**config.mk**
```make
export PLATFORM = sky130hd
export DESIGN_NAME = seg_disp_sched_flat
export DESIGN_NICKNAME = d
export VERILOG_FILES = /design/src/rtl/seg_disp_pkg.sv /design/src/rtl/seg_disp_sched_if.sv /design/src/rtl/seg_disp_sched_rr_pick.sv /design/src/rtl/seg_disp_sched.sv /design/src/flat_wrapper.sv
export SDC_FILE = /design/constraint.sdc
export NUM_CORES = 1
export LEC_CHECK = 0
export BUFFER_PORTS_ARGS = -buffer_cell sky130_fd_sc_hd__buf_2
export CAP_MARGIN = 20
export CORE_MARGIN = 2
export CORE_UTILIZATION = 58
export DETAILED_ROUTE_END_ITERATION = 10
export PLACE_DENSITY = 0.93
export SYNTH_ARGS = -nofsm -noshare
export SYNTH_HDL_FRONTEND = slang
export SYNTH_HIERARCHICAL = 1
export SYNTH_SLANG_ARGS = --single-unit
```
**constraint.sdc**
```tcl
create_clock -name clk -period 7.46 [get_ports clk]
set_input_delay 1.492 -clock clk [delete_from_list [all_inputs] [get_ports clk]]
set_output_delay 1.492 -clock clk [all_outputs]
set_load 0.01 [all_outputs]
```
**src/rtl/seg_disp_pkg.sv**
```systemverilog
// seg_disp_pkg: shared constants and types for the seven-segment display scheduler.
// Contents: display geometry (DIGITS, HEX_W), default NREQ/DWELL/CNT_W, FSM state type.
package seg_disp_pkg;
    localparam int DIGITS    = 4;
    localparam int HEX_W     = 16;
    localparam int NREQ_DEF  = 4;
    localparam int DWELL_DEF = 50_000_000;
    localparam int CNT_W_DEF = 26;

    typedef enum logic {
        IDLE = 1'b0,
        SHOW = 1'b1
    } sched_state_t;
endpackage

```
**src/rtl/seg_disp_sched_if.sv**
```systemverilog
// seg_disp_sched_if: requester/display bundle around the display scheduler.
// Signals: req, req_data (requesters -> scheduler); gnt, done, disp_data, disp_src,
// disp_valid (scheduler -> requesters and display driver).
// Modports: master = requester/driver side, slave = scheduler side.
interface seg_disp_sched_if
    import seg_disp_pkg::*;
#(
    parameter int NREQ = NREQ_DEF
);
    logic [NREQ-1:0]       req;
    logic [HEX_W*NREQ-1:0] req_data;
    logic [NREQ-1:0]       gnt;
    logic [NREQ-1:0]       done;
    logic [HEX_W-1:0]      disp_data;
    logic [2:0]            disp_src;
    logic                  disp_valid;

    modport master (
        output req, req_data,
        input  gnt, done, disp_data, disp_src, disp_valid
    );

    modport slave (
        input  req, req_data,
        output gnt, done, disp_data, disp_src, disp_valid
    );
endinterface

```
**src/rtl/seg_disp_sched_rr_pick.sv**
```systemverilog
// seg_rr_pick: combinational round-robin picker.
// Ports: req (request vector), last (previous winner) in;
//        win (one-hot), win_idx (index), any (a winner exists) out.
// Search starts at last+1 and wraps modulo NREQ.
module seg_rr_pick #(
    parameter int NREQ = 4
) (
    input  logic [NREQ-1:0] req,
    input  logic [2:0]      last,
    output logic [NREQ-1:0] win,
    output logic [2:0]      win_idx,
    output logic            any
);
    always_comb begin
        win     = '0;
        win_idx = '0;
        any     = 1'b0;
        // First pass covers indices above last, second pass the wrapped part.
        for (int i = 0; i < NREQ; i++) begin
            if (!any && req[i] && (i > int'(last))) begin
                any     = 1'b1;
                win[i]  = 1'b1;
                win_idx = 3'(i);
            end
        end
        for (int i = 0; i < NREQ; i++) begin
            if (!any && req[i] && (i <= int'(last))) begin
                any     = 1'b1;
                win[i]  = 1'b1;
                win_idx = 3'(i);
            end
        end
    end
endmodule

```
**src/rtl/seg_disp_sched.sv**
```systemverilog
// seg_disp_sched: shares the four-digit seven-segment display between NREQ requesters,
// round-robin, one fixed dwell slot (DWELL cycles) per grant.
// Ports: clk, rst (asynchronous, active-high), bus (slave modport of seg_disp_sched_if).
// Build option: SEG_SCHED_PREEMPT_EN makes requester 0 urgent -- a rising req[0]
// ends another source's slot and takes the display without moving the RR pointer.
//
// state | meaning
// IDLE  | no grant; display holds the last value
// SHOW  | one source granted, dwell counter running
module seg_disp_sched
    import seg_disp_pkg::*;
#(
    parameter int NREQ  = NREQ_DEF,
    parameter int DWELL = DWELL_DEF,
    parameter int CNT_W = CNT_W_DEF
) (
    input  logic            clk,
    input  logic            rst,
    seg_disp_sched_if.slave bus
);
    localparam logic [CNT_W-1:0] CNT_LAST = CNT_W'(DWELL - 1);

    sched_state_t     state, state_nx;
    logic [CNT_W-1:0] cnt, cnt_nx;
    logic [2:0]       last, last_nx;
    logic [NREQ-1:0]  gnt_nx, done_nx;
    logic [2:0]       src_nx;
    logic [HEX_W-1:0] data_nx;
    logic [2:0]       pick_last;
    logic [NREQ-1:0]  pick_win;
    logic [2:0]       pick_idx;
    logic             pick_any;
    logic             granted_req;
    logic             rearb;
`ifdef SEG_SCHED_PREEMPT_EN
    logic             req0_q;
`endif

    // At the end of a slot the search restarts after the source that just showed.
    assign pick_last   = (state == SHOW) ? bus.disp_src : last;
    assign granted_req = |(bus.gnt & bus.req);

    seg_rr_pick #(.NREQ(NREQ)) u_pick (
        .req     (bus.req),
        .last    (pick_last),
        .win     (pick_win),
        .win_idx (pick_idx),
        .any     (pick_any)
    );

    always_comb begin
        state_nx = state;
        cnt_nx   = cnt;
        last_nx  = last;
        gnt_nx   = bus.gnt;
        src_nx   = bus.disp_src;
        rearb    = 1'b0;
        case (state)
            IDLE: rearb = 1'b1;
            SHOW: begin
                if (!granted_req || (cnt == CNT_LAST)) begin
                    rearb = 1'b1;
                end
`ifdef SEG_SCHED_PREEMPT_EN
                else if ((bus.disp_src != 3'd0) && bus.req[0] && !req0_q) begin
                    gnt_nx = {{(NREQ-1){1'b0}}, 1'b1};
                    src_nx = 3'd0;
                    cnt_nx = '0;
                end
`endif
                else begin
                    cnt_nx = cnt + CNT_W'(1);
                end
            end
            default: rearb = 1'b1;
        endcase
        if (rearb) begin
            if (pick_any) begin
                state_nx = SHOW;
                gnt_nx   = pick_win;
                src_nx   = pick_idx;
                last_nx  = pick_idx;
                cnt_nx   = '0;
            end else begin
                state_nx = IDLE;
                gnt_nx   = '0;
            end
        end
        // done is registered, so it is raised on entry to the final slot cycle.
        done_nx = ((state_nx == SHOW) && (cnt_nx == CNT_LAST)) ? gnt_nx : '0;
        data_nx = bus.disp_data;
        if (state_nx == SHOW) begin
            data_nx = bus.req_data[int'(src_nx)*HEX_W +: HEX_W];
        end
    end

    always_ff @(posedge clk or posedge rst) begin
        if (rst) begin
            state          <= IDLE;
            cnt            <= '0;
            last           <= 3'(NREQ - 1);
            bus.gnt        <= '0;
            bus.done       <= '0;
            bus.disp_data  <= '0;
            bus.disp_src   <= '0;
            bus.disp_valid <= 1'b0;
        end else begin
            state          <= state_nx;
            cnt            <= cnt_nx;
            last           <= last_nx;
            bus.gnt        <= gnt_nx;
            bus.done       <= done_nx;
            bus.disp_data  <= data_nx;
            bus.disp_src   <= src_nx;
            bus.disp_valid <= (state_nx == SHOW);
        end
    end

`ifdef SEG_SCHED_PREEMPT_EN
    always_ff @(posedge clk or posedge rst) begin
        if (rst) begin
            req0_q <= 1'b0;
        end else begin
            req0_q <= bus.req[0];
        end
    end
`endif
endmodule

```
**src/flat_wrapper.sv**
```systemverilog
// flat-port wrapper written by rule: the top's interface ports become plain ports
module seg_disp_sched_flat import seg_disp_pkg::*;
#(
    parameter int NREQ  = NREQ_DEF,
    parameter int DWELL = DWELL_DEF,
    parameter int CNT_W = CNT_W_DEF
)
  (clk, rst, bus_req, bus_req_data, bus_gnt, bus_done, bus_disp_data, bus_disp_src, bus_disp_valid);
  seg_disp_sched_if #(.NREQ(NREQ)) bus_i ();
  input  logic clk;
  input  logic rst;
  input wire logic [$bits(bus_i.req)-1:0] bus_req;
  input wire logic [$bits(bus_i.req_data)-1:0] bus_req_data;
  output wire logic [$bits(bus_i.gnt)-1:0] bus_gnt;
  output wire logic [$bits(bus_i.done)-1:0] bus_done;
  output wire logic [$bits(bus_i.disp_data)-1:0] bus_disp_data;
  output wire logic [$bits(bus_i.disp_src)-1:0] bus_disp_src;
  output wire logic [$bits(bus_i.disp_valid)-1:0] bus_disp_valid;
  assign bus_i.req = bus_req;
  assign bus_i.req_data = bus_req_data;
  assign bus_gnt = bus_i.gnt;
  assign bus_done = bus_i.done;
  assign bus_disp_data = bus_i.disp_data;
  assign bus_disp_src = bus_i.disp_src;
  assign bus_disp_valid = bus_i.disp_valid;
  seg_disp_sched #(.NREQ(NREQ), .DWELL(DWELL), .CNT_W(CNT_W)) u_core (.clk(clk), .rst(rst), .bus(bus_i));
endmodule
```
# Word-level counts from Yosys, hierarchy flattened
# Index checks and enable logic that the tools add are counted.
# classes
add_sub_neg	1
magnitude_cmp	6
eq_ne	2
n_shift	1
n_mux	34
bitwise_logic	2
n_reduce_logical	23
# ops
cell	n
$mux W26	4
$shiftx A64 B8 Y16	1
$eq A26 B26 Y1 const B	2
$add A26 B1 Y26 const B	1
$mux W3	8
$mux W1	17
$logic_and A1 B1 Y1	13
$mux W4	3
$logic_not A1 Y1	7
$gt A2 B3 Y1 const A	2
$le A2 B3 Y1 const A	2
$and A4 B4 Y4	1
$reduce_or A4 Y1	1
$gt A1 B3 Y1 const A	1
$le A1 B3 Y1 const A	1
$mux W2	1
$pmux W1 S2	1
$reduce_and A2 Y1	1
$logic_or A1 B1 Y1	1
$not A1 Y1	1
# word_totals
ff_bits	57
input_bits	70
out_inout_bits	28
word_cells	76

# Depth between registers and ports, before layout
# Gate-level depths: netlist of the first run.
# depth
depth_word	32
mapped_depth	12
mapped_depth_nobuf	10

# Hierarchy
# Netlist of the first run, hierarchy kept.
# modules_own_cells
mod	n_inst	cells_per_inst	area_per_inst_um2	seq_area_each_um2
seg_disp_sched	1	372	3609.7	1428.9
seg_rr_pick	1	25	171.4	0.0

# Worst setup path before layout of the first run
# No wires, ideal clock.
# synth_timing
path_kind	input to register
start	input port bus_req[3]
end	register u_core.bus.disp_data[10]
setup_ps	133
arrival_ps	3217
required_time_ps	7327
path_slack_ps	4110
cell_stages	10
n_path_buf	3
path_cell_list	a22o_1 -> o21a_1 -> o41ai_4 -> and3_1 -> buf_4 -> or2_1 -> buf_4 -> buf_2 -> a31oi_1 -> o211ai_1
# synth_between
elab_chain_len	21
word_cells_on_any_way	34
classes_between	1 x shift; 16 x mux; 1 x bitwise; 16 x reduce/logical
# synth_rtl
element	line_no	source
start, declared	flat_wrapper.sv:12	input wire logic [$bits(bus_i.req)-1:0] bus_req;
$logic_and A1 B1 Y1 (2 in series)	seg_disp_sched_rr_pick.sv:20	if (!any && req[i] && (i > int'(last))) begin
$mux W1	seg_disp_sched_rr_pick.sv:20	
$logic_not A1 Y1	seg_disp_sched_rr_pick.sv:27	if (!any && req[i] && (i <= int'(last))) begin
$logic_and A1 B1 Y1	seg_disp_sched_rr_pick.sv:27	
$mux W1	seg_disp_sched_rr_pick.sv:27	
$logic_not A1 Y1	seg_disp_sched_rr_pick.sv:27	
$logic_and A1 B1 Y1 (2 in series)	seg_disp_sched_rr_pick.sv:27	
$mux W1	seg_disp_sched_rr_pick.sv:27	
(+3 left out)	--	
$mux W1	seg_disp_sched_rr_pick.sv:27	
$logic_not A1 Y1	seg_disp_sched_rr_pick.sv:27	
$logic_and A1 B1 Y1 (2 in series)	seg_disp_sched_rr_pick.sv:27	
$mux W3 / $mux W1 (equally long branches)	seg_disp_sched_rr_pick.sv:27	
$mux W3	seg_disp_sched.sv:78	if (pick_any) begin
$mux W3 *	seg_disp_sched.sv:77	if (rearb) begin
named net u_core.src_nx[1]	seg_disp_sched.sv:27	logic [2:0] src_nx;
$shiftx A64 B8 Y16 *	seg_disp_sched.sv:93	data_nx = bus.req_data[int'(src_nx)*HEX_W +: HEX_W];
end signal, assigned	seg_disp_sched.sv:113	bus.disp_data <= data_nx;
end, declared	seg_disp_sched_if.sv:25	output gnt, done, disp_data, disp_src, disp_valid
# The timed path passes the listed nets; every way through them passes the cells marked *.
# A chain may end at the register's enable or synchronous reset.

# Final worst setup path of the first run
# layout_timing
start	input port bus_req[3]
end	register u_core.bus.disp_data[2]
# layout_between
elab_chain_len	21
word_cells_on_any_way	34
classes_between	1 x shift; 16 x mux; 1 x bitwise; 16 x reduce/logical
# layout_rtl
element	line_no
$logic_and A1 B1 Y1 (2 in series)	seg_disp_sched_rr_pick.sv:20
$mux W1	seg_disp_sched_rr_pick.sv:20
$logic_not A1 Y1	seg_disp_sched_rr_pick.sv:27
$logic_and A1 B1 Y1	seg_disp_sched_rr_pick.sv:27
$mux W1	seg_disp_sched_rr_pick.sv:27
$logic_not A1 Y1	seg_disp_sched_rr_pick.sv:27
$logic_and A1 B1 Y1 (2 in series)	seg_disp_sched_rr_pick.sv:27
$mux W1	seg_disp_sched_rr_pick.sv:27
$logic_not A1 Y1	seg_disp_sched_rr_pick.sv:27
$logic_and A1 B1 Y1 (2 in series)	seg_disp_sched_rr_pick.sv:27
$mux W1	seg_disp_sched_rr_pick.sv:27
$logic_not A1 Y1	seg_disp_sched_rr_pick.sv:27
$logic_and A1 B1 Y1 (2 in series)	seg_disp_sched_rr_pick.sv:27
$mux W3 / $mux W1 (equally long branches)	seg_disp_sched_rr_pick.sv:27
$mux W3	seg_disp_sched.sv:78
$mux W3	seg_disp_sched.sv:77
$shiftx A64 B8 Y16	seg_disp_sched.sv:93
# Several ways; a longest one is shown, not always the timed one.

==> impl_metrics.py, run 1 <==
metrics = {
    "run_status": {
        "status": "finished, final reports clean",
    },
    "final_layout": {
        "drive_gt1_frac": 0.3224,
        "antenna_cells": 0,
        "nets": 553,
        "area_delta_synth_final_pct": 16.48,
        "stdcell_count": 564,
        "fillers": 465,
        "design_area_mm2": 0.004404,
    },
    "cts": {
        "cts_buffers": 9,
        "clock_sinks": 57,
        "postCtsResizedCells": 0,
        "clk_pin_slew_worst_paths_ns": 0.07,
        "cts_max_path_buffers": 2,
        "cts_tree": "yes",
        "cts_setup_buffers": 0,
        "h-tree-depth": 3,
        "clock_latency_ns": 0.35,
        "cts_root_buffer": "clkbuf_8",
        "cts_hold_buf": 0,
    },
    "critical_path": {
        "critPathKind": "in -> reg",
        "cp_max_fo": 33,
        "r2r_cells": 9,
        "worstPathRequired_ns": 7.68,
        "reg2reg_from": "u_core/cnt[12]$_DFF_PP0_",
        "setup.worst_path.end_class": "register",
        "regToRegSetupSlack_ns": 3.49,
        "crit_arrival_ns": 4.27,
        "startpoint_type": "input pin",
        "r2r-end": "u_core/bus.disp_data[2]$_DFFE_PP0P_",
    },
    "sta": {
        "slew_viol_final": 0,
        "grt_setup_unrepaired": "false",
        "finalSetupTns_ns": 0,
        "fmax_mhz": 246.4,
        "fin_skew_ns": 0.008106,
        "slew_headroom": 0.4722,
        "hold_ws_ns": 0.4778,
        "period_share": 0.5440,
        "tightest_slew_ns": 0.7888,
        "period_needed_ns": 4.058,
        "setup_viol": 0,
        "hold_viol_final": 0,
    },
    "die": {
        "die_area_mm2": 0.007181,
        "dieHeight_um": 84.74,
        "die_w_um": 84.74,
        "num_rows": 29,
        "io_pins": 98,
        "core_mm2": 0.006314,
        "initial_core_util": 0.5989,
    },
    "global_route": {
        "busiest_layer": "met2",
        "grt_pass1_wl_um": 16330,
        "use_met2": 0.4631,
        "grt_max_degree": 58,
        "grt_use_met3": 0.05703,
        "antenna_found_initial": 0,
        "use_met1": 0.3576,
        "gr-total-overflow": 0,
        "grt_pass1_vias": 3506,
        "grtUsageTotal": 0.2851,
    },
    "power_and_ir_drop": {
        "p_int_mw": 0.7946,
        "p_sw_mw": 0.5543,
        "p_sw_frac": 0.4109,
        "clockPowerShare": 0.214,
        "total_power_mw": 1.349,
        "p_comb_frac": 0.470,
        "p_leak_nw": 1.933,
        "ir_drop_uv": 250.8,
        "p_per_area_mw_per_mm2": 306.3,
        "seqPwrFrac": 0.317,
    },
    "routing": {
        "vias": 3643,
        "vias_per_cell": 6.459,
        "drt_first_iter_violations": 470,
        "drc_errors": 0,
        "detail-route-antenna-nets": 0,
        "drt_wl_total_um": 9944,
        "routedWlPerCell_um": 17.63,
        "first_pass_iters": 5,
    },
    "worst_hold_path": {
        "min_path_type": "reg -> reg",
        "hp-start": "u_core/last[0]$_DFFE_PP1P_",
        "min_to": "u_core/last[0]$_DFFE_PP1P_",
        "hold_depth": 2,
    },
    "yosys": {
        "dominantRegCellSynth": "dfrtp_1",
        "synthArstFlopShare": 1.000,
        "synth_area_leaders": "dfrtp_1, mux2i_1, nand2_1",
        "synth_edf_count": 0,
        "ys_types": 76,
        "yosysMostFrequentCell": "dfrtp_1",
        "syn_avg_cell_area_um2": 9.524,
        "yosysTopAreaCell": "dfrtp_1",
        "yosys.area.top_type_share": 0.3640,
        "ys_ff_latch": 57,
        "yosys_warnings": 6,
        "ys_top_cells_by_count": "dfrtp_1, nand2_1, nor2_1",
        "synth_area_mm2": 0.003781,
        "yosysSeqAreaShare": 0.3779,
        "syn-num-nets": 468,
        "synth_cells": 397,
    },
    "placed_design": {
        "port_buffers": 97,
        "post_dp_cell_area_mm2": 0.004200,
        "placed_cells": 547,
        "gp_congestion": 0.9295,
        "dp_hpwl_um": 7155,
    },
    "run": {
        "max_cap_violations": 0,
    },
}
final cells by class:
class                      count  area [um2]  area share
multi-input combinational    303        2122      0.4818
clock buffer                  11       141.4     0.03210
clock inverter                 5       55.05     0.01250
inverter                       8       30.03    0.006818
timing repair buffer         103       530.5      0.1205
tap                           77       96.34     0.02188
sequential                    57        1429      0.3244
state kept, by name, indices dropped and copies added (netlist names):
name                  cells
u_core/bus.disp_data     16
u_core/bus.disp_src       3
u_core/bus.gnt            4
u_core/bus.done           4
u_core/last               3
u_core/cnt               26
u_core/state              1
power by group through the flow:
stage	sequential [mW]	clock [mW]	combinational (mW)
2_1_floorplan	0.443	0	0.474
3_3_place_gp	0.428	0	0.597
3_5_place_dp	0.429	0	0.620
4_1_cts	0.426	0.290	0.621
5_1_grt	0.434	0.305	0.682
6_report	0.427	0.288	0.634
worst max path at each step:
stage,from,to,slack (ns),depth (start not counted)
after detailed placement,bus_req[3],u_core/bus.disp_data[2]$_DFFE_PP0P_,3.10,10
after CTS,bus_req[3],u_core/bus.disp_data[2]$_DFFE_PP0P_,3.46,10
after global placement,bus_req[3],u_core/bus.disp_data[0]$_DFFE_PP0P_,3.18,10
final,bus_req[3],u_core/bus.disp_data[2]$_DFFE_PP0P_,3.40,10
after floorplan,bus_req[3],u_core/bus.disp_data[10]$_DFFE_PP0P_,4.11,10
after global routing,bus_req[3],u_core/bus.disp_data[6]$_DFFE_PP0P_,3.25,10
stage by stage:
step | worst slack, ns | utilization
detailed placement | 3.099 | 0.6653
floorplan | 4.110 | -
CTS | 3.458 | 0.6964
finish | 3.402 | 0.6976
global route | 3.252 | 0.6976
global placement | 3.179 | 0.6653
layer usage:
layer,part of all wire,up-vias
met5,0,-
met4,0.044,0
met3,0.077,44
met2,0.48,228
met1,0.40,1710
li1,-,1661
layout by cell type, fill, tap and decap left out, types with 6 or more instances in the layout:
| master | count |
|---|---|
| a31oi_1 | 20 |
| buf_2 | 97 |
| buf_4 | 6 |
| clkbuf_8 | 10 |
| dfrtp_1 | 55 |
| inv_1 | 6 |
| mux2i_1 | 17 |
| nand2_1 | 45 |
| nand3_1 | 12 |
| nand4_1 | 11 |
| nor2_1 | 27 |
| nor3_1 | 10 |
| nor3b_1 | 6 |
| nor4b_1 | 16 |
| o211ai_1 | 15 |
| o21ai_0 | 18 |
| xnor2_1 | 7 |
| xor2_1 | 11 |
critical path, stage by stage:
cell	delay (ns)
buf_2	0.14
a22o_1	0.24
o21a_1	0.30
o41ai_4	0.18
buf_4	0.38
and3_1	0.58
or2_1	0.19
buf_4	0.37
mux2i_1	0.27
o211ai_1	0.11
cell families (layout without fill, tap and decap cells):
kind of cell,after synthesis,after routing,share of synthesized area
other,1,1,0.0009918
muxes,22,22,0.05989
AOI/OAI and AO/OA,101,101,0.2115
DFF,57,57,0.3779
xor gates and xnor gates,18,18,0.04169
buffers and inverters,37,127,0.06089
adders and majority gates,1,1,0.003309
and+or+nand+nor,160,160,0.2439
(Power assumes the default switching activity.)
==> inputs of run 2 (changes only) <==
- CORE_UTILIZATION: 58 -> 54
- PLACE_DENSITY: 0.93 -> 0.88
- clock period: 7.46 -> 3.8 ns (I/O delays scaled with it)
==> impl_metrics.py, run 2 (synthesis results as in run 1) <==
metrics = {
    "routing": {
        "drt_first_iter_violations": 410,
        "routedWlPerCell_um": 17.55,
        "drc_errors": 0,
        "drt_wl_total_um": 10300,
        "vias": 3665,
        "first_pass_iters": 6,
        "vias_per_cell": 6.244,
        "detail-route-antenna-nets": 0,
    },
    "die": {
        "io_pins": 98,
        "initial_core_util": 0.5565,
        "dieHeight_um": 87.68,
        "core_mm2": 0.006794,
        "num_rows": 30,
        "die_area_mm2": 0.007688,
        "die_w_um": 87.68,
    },
    "sta": {
        "fin_skew_ns": 0.007784,
        "slew_viol_final": 0,
        "grt_setup_unrepaired": "false",
        "hold_ws_ns": 0.4895,
        "finalSetupTns_ns": 0,
        "period_needed_ns": 3.119,
        "hold_viol_final": 0,
        "fmax_mhz": 320.6,
        "slew_headroom": 0.5441,
        "tightest_slew_ns": 0.6767,
        "period_share": 0.8207,
        "setup_viol": 0,
    },
    "final_layout": {
        "stdcell_count": 587,
        "mostFrequentLayoutCell": "buf_2",
        "utilization": 0.6597,
        "area_delta_synth_final_pct": 18.53,
        "top_register": "u_core/cnt",
        "antenna_cells": 0,
        "final_cell_mix": "buf_2, dfrtp_1, nand2_1",
        "reg.largest.list": "u_core/cnt (26), u_core/bus.disp_data (16)",
        "nets": 557,
        "largest_reg_flops": 26,
        "drive_gt1_frac": 0.3279,
    },
    "global_route": {
        "grt_pass1_vias": 3470,
        "grt_pass1_wl_um": 16910,
        "grtUsageTotal": 0.2849,
        "antenna_found_initial": 0,
        "use_met1": 0.3552,
        "use_met2": 0.4442,
        "busiest_layer": "met2",
        "grt_use_met3": 0.08577,
        "grt_max_degree": 34,
        "gr-total-overflow": 0,
    },
    "cts": {
        "cts_tree": "yes",
        "cts_setup_buffers": 0,
        "cts_hold_buf": 0,
        "clock_latency_ns": 0.34,
        "cts_root_buffer": "clkbuf_8",
        "clock_sinks": 57,
        "cts_buffers": 9,
        "postCtsResizedCells": 0,
        "cts_max_path_buffers": 2,
        "h-tree-depth": 3,
        "clk_pin_slew_worst_paths_ns": 0.07,
    },
    "critical_path": {
        "startpoint": "u_core/cnt[7]$_DFF_PP0_",
        "cp_max_fo": 18,
        "crit_arrival_ns": 3.36,
        "critPathKind": "reg -> reg",
        "startpoint_type": "register",
        "setup.worst_path.end_class": "register",
        "worstPathRequired_ns": 4.05,
        "reg2reg_from": "u_core/cnt[7]$_DFF_PP0_",
    },
    "power_and_ir_drop": {
        "ir_drop_uv": 536.3,
        "p_leak_nw": 1.972,
        "p_per_area_mw_per_mm2": 616.1,
    },
    "placed_design": {
        "dp_hpwl_um": 7450,
        "placed_cells": 571,
        "gp_congestion": 0.9637,
        "port_buffers": 97,
    },
    "run_status": {
        "status": "finished, final reports clean",
    },
    "run": {
        "max_cap_violations": 0,
    },
    "worst_hold_path": {
        "min_path_type": "in -> async",
    },
}
## run 2: cell count changes in the layout (fill, tap and decap cells not counted)
| cell | before | now |
|---|---|---|
| clkinv_4 | 0 | 1 |
| bufinv_16 | 1 | 2 |
| buf_4 | 6 | 10 |
| clkinvlp_4 | 2 | 0 |
## run 2: worst paths after layout
kind,endpoint,slack (ns),depth (start not counted)
worst max-delay path,u_core/bus.done[1]$_DFF_PP0_,0.68,7
worst min-delay path,u_core/bus.disp_data[7]$_DFFE_PP0P_,0.49,2
min in group clk,u_core/last[0]$_DFFE_PP1P_,0.49,2
worst max register to register,u_core/bus.done[1]$_DFF_PP0_,0.68,7
worst min register to register,u_core/last[0]$_DFFE_PP1P_,0.49,2
max in group asynchronous,u_core/cnt[23]$_DFF_PP0_,2.49,3
## run 2: routing by layer
metal	wire [um]	share of wire
met1	4054	0.39
met2	4824	0.47
met3	1009	0.098
met4	417	0.040
met5	0	0
## run 2: layout make-up
class | count | area, um2
clock buffers | 11 | 141.4
clock inverters | 5 | 78.83
fillers | 536 | 2312
inverters | 8 | 30.03
multi-input cells | 303 | 2122
flip-flops and latches | 57 | 1429
well taps | 96 | 120.1
repair buffers | 107 | 560.5
## run 2: metrics by stage
step | total power, mW | setup slack (ns) | area, um2
after floorplan | 1.801 | 1.129 | 3781
after global placement | 2.078 | 0.7918 | 4262
after detailed placement | 2.110 | 0.6783 | 4262
after CTS | 2.749 | 0.7376 | 4482
after global routing | 2.915 | 0.4112 | 4482
final | 2.761 | 0.6813 | 4482
## run 2: power by group
group          switching, mW  internal [mW]  total [mW]
Combinational          0.769          0.519        1.29
Clock                  0.249          0.386       0.635
Sequential            0.0953          0.744       0.839
Total                   1.11           1.65        2.76
## run 2: worst max-delay path: stages, from the launching register on
cell and delay (ns):
dfrtp_1 0.49, nor4_1 0.38, nand4b_1 0.32, o41a_2 0.66
nor2_1 0.51, a211o_2 0.26, nand4b_2 0.15, nor3b_1 0.25
==> inputs of run 3 (changes only) <==
- clock period: 3.8 -> 3 ns (I/O delays scaled with it)
==> impl_metrics.py, run 3 (synthesis results as in run 1) <==
metrics = {
    "run_status": {
        "status": "finished, final reports clean",
    },
    "sta": {
        "finalSetupTns_ns": 0,
        "fmax_mhz": 355.1,
        "fin_skew_ns": 0.009988,
        "period_share": 0.9386,
        "grt_setup_unrepaired": "false",
        "slew_headroom": 0.5230,
        "tightest_slew_ns": 0.7081,
        "hold_viol_final": 0,
        "slew_viol_final": 0,
        "setup_viol": 0,
        "period_needed_ns": 2.816,
    },
    "routing": {
        "drt_first_iter_violations": 294,
        "vias_per_cell": 6.151,
        "routedWlPerCell_um": 17.91,
        "drt_wl_total_um": 10690,
        "vias": 3672,
        "first_pass_iters": 4,
        "detail-route-antenna-nets": 0,
        "drc_errors": 0,
    },
    "cts": {
        "h-tree-depth": 3,
        "cts_tree": "yes",
        "cts_max_path_buffers": 2,
        "clock_sinks": 57,
        "cts_root_buffer": "clkbuf_8",
        "clk_pin_slew_worst_paths_ns": 0.07,
        "cts_buffers": 9,
        "cts_setup_buffers": 0,
        "clock_latency_ns": 0.34,
    },
    "final_layout": {
        "antenna_cells": 0,
        "design_area_mm2": 0.004591,
        "largest_reg_flops": 26,
        "area_delta_synth_final_pct": 21.41,
        "nets": 567,
        "utilization": 0.6757,
        "final_cell_mix": "buf_2, dfrtp_1, nand2_1",
        "mostFrequentLayoutCell": "buf_2",
        "top_register": "u_core/cnt",
        "reg.largest.list": "u_core/cnt (26), u_core/bus.disp_data (16)",
        "drive_gt1_frac": 0.3473,
    },
    "critical_path": {
        "cp_max_fo": 6,
        "crit_path_max_incr_delay_ns": 0.57,
        "worstPathRequired_ns": 3.24,
        "r2r_cells": 8,
        "startpoint_type": "register",
        "slowest_stage": "or3_2",
        "setup.worst_path.end_class": "register",
        "r2r-end": "u_core/bus.done[1]$_DFF_PP0_",
        "crit_arrival_ns": 3.06,
        "cpMostUsedCell": "nand4_1",
        "regToRegSetupSlack_ns": 0.18,
        "crit_chain": "ha_1, nand4_1, or3_2, nor4_4, nand4_1, xor2_1, nand4b_2, nor3b_1",
        "critPathKind": "reg -> reg",
        "reg2reg_from": "u_core/cnt[0]$_DFF_PP0_",
    },
    "die": {
        "die_area_mm2": 0.007688,
        "io_pins": 98,
        "num_rows": 30,
        "initial_core_util": 0.5565,
        "core_mm2": 0.006794,
        "die_w_um": 87.68,
        "dieHeight_um": 87.68,
    },
    "placed_design": {
        "gp_congestion": 1.024,
        "port_buffers": 97,
        "dp_hpwl_um": 7819,
        "post_dp_cell_area_mm2": 0.004349,
    },
    "global_route": {
        "grt_pass1_vias": 3474,
        "grt_max_degree": 34,
        "grtUsageTotal": 0.2814,
        "antenna_found_initial": 0,
        "gr-total-overflow": 0,
        "grt_pass1_wl_um": 16840,
    },
    "power_and_ir_drop": {
        "ir_drop_uv": 577.5,
        "p_per_area_mw_per_mm2": 780.3,
        "p_leak_nw": 2.043,
    },
    "run": {
        "max_cap_violations": 0,
    },
    "worst_hold_path": {
        "min_path_type": "in -> async",
    },
}
==> run 3: area by class of cell <==
type                    count  area [um2]
clock buffers              11       141.4
flip-flops and latches     57        1430
well taps                  96       120.1
inverters                   8       30.03
clock inverters             5       78.83
multi-input cells         303        2142
fillers                   536        2203
repair buffers            117       648.1
==> run 3: worst max-delay path by stage <==
stage,startpoint,to,cells past startpoint
floorplan,u_core/state$_DFF_PP0_,u_core/bus.disp_data[0]$_DFFE_PP0P_,10
global placement,bus_req[3],u_core/bus.done[1]$_DFF_PP0_,10
detailed placement,bus_req[3],u_core/bus.done[1]$_DFF_PP0_,10
CTS,u_core/cnt[0]$_DFF_PP0_,u_core/bus.done[1]$_DFF_PP0_,8
global route,u_core/state$_DFF_PP0_,u_core/bus.disp_data[14]$_DFFE_PP0P_,11
finish,u_core/cnt[0]$_DFF_PP0_,u_core/bus.done[1]$_DFF_PP0_,8
==> run 3: worst max-delay path: cells and delay by family, from the launching register on <==
| family | cells | cell delay, ns |
|---|---|---|
| flip-flops | 1 | 0.46 |
| AND/OR/NAND/NOR | 6 | 1.78 |
| XOR/XNOR | 1 | 0.20 |
| adder cells (fa/ha/maj) | 1 | 0.29 |
==> run 3: timing repair <==
item | in CTS | in global routing
hold endpoints to repair | 0 | 0
endpoints found under the setup margin | 0 | 13
hold buffers | 0 | 0
resized for setup | 0 | 4
==> run 3: per-stage QoR <==
stage / hold WS, ns / total power, mW / instances / setup slack, ns
final: 0.3311 / 3.582 / 597 / 0.1842
after floorplan: 0.4375 / 2.282 / 397 / 0.3294
after global placement: 0.4473 / 2.695 / 581 / 0.07393
after detailed placement: 0.4477 / 2.753 / 581 / 0.07767
after CTS: 0.3656 / 3.566 / 597 / 0.1051
after global routing: 0.4006 / 3.779 / 597 / 0.008980
==> run 3: report_power, final <==
group	switching, mW	internal [mW]
Combinational	1.00	0.711
Sequential	0.119	0.942
Clock	0.321	0.489
==> run 3: routing by layer <==
layer,wire length (um),global-route usage
met5,0,0
met4,335,0.1329
met3,773,0.05184
met2,5046,0.4539
met1,4539,0.3662
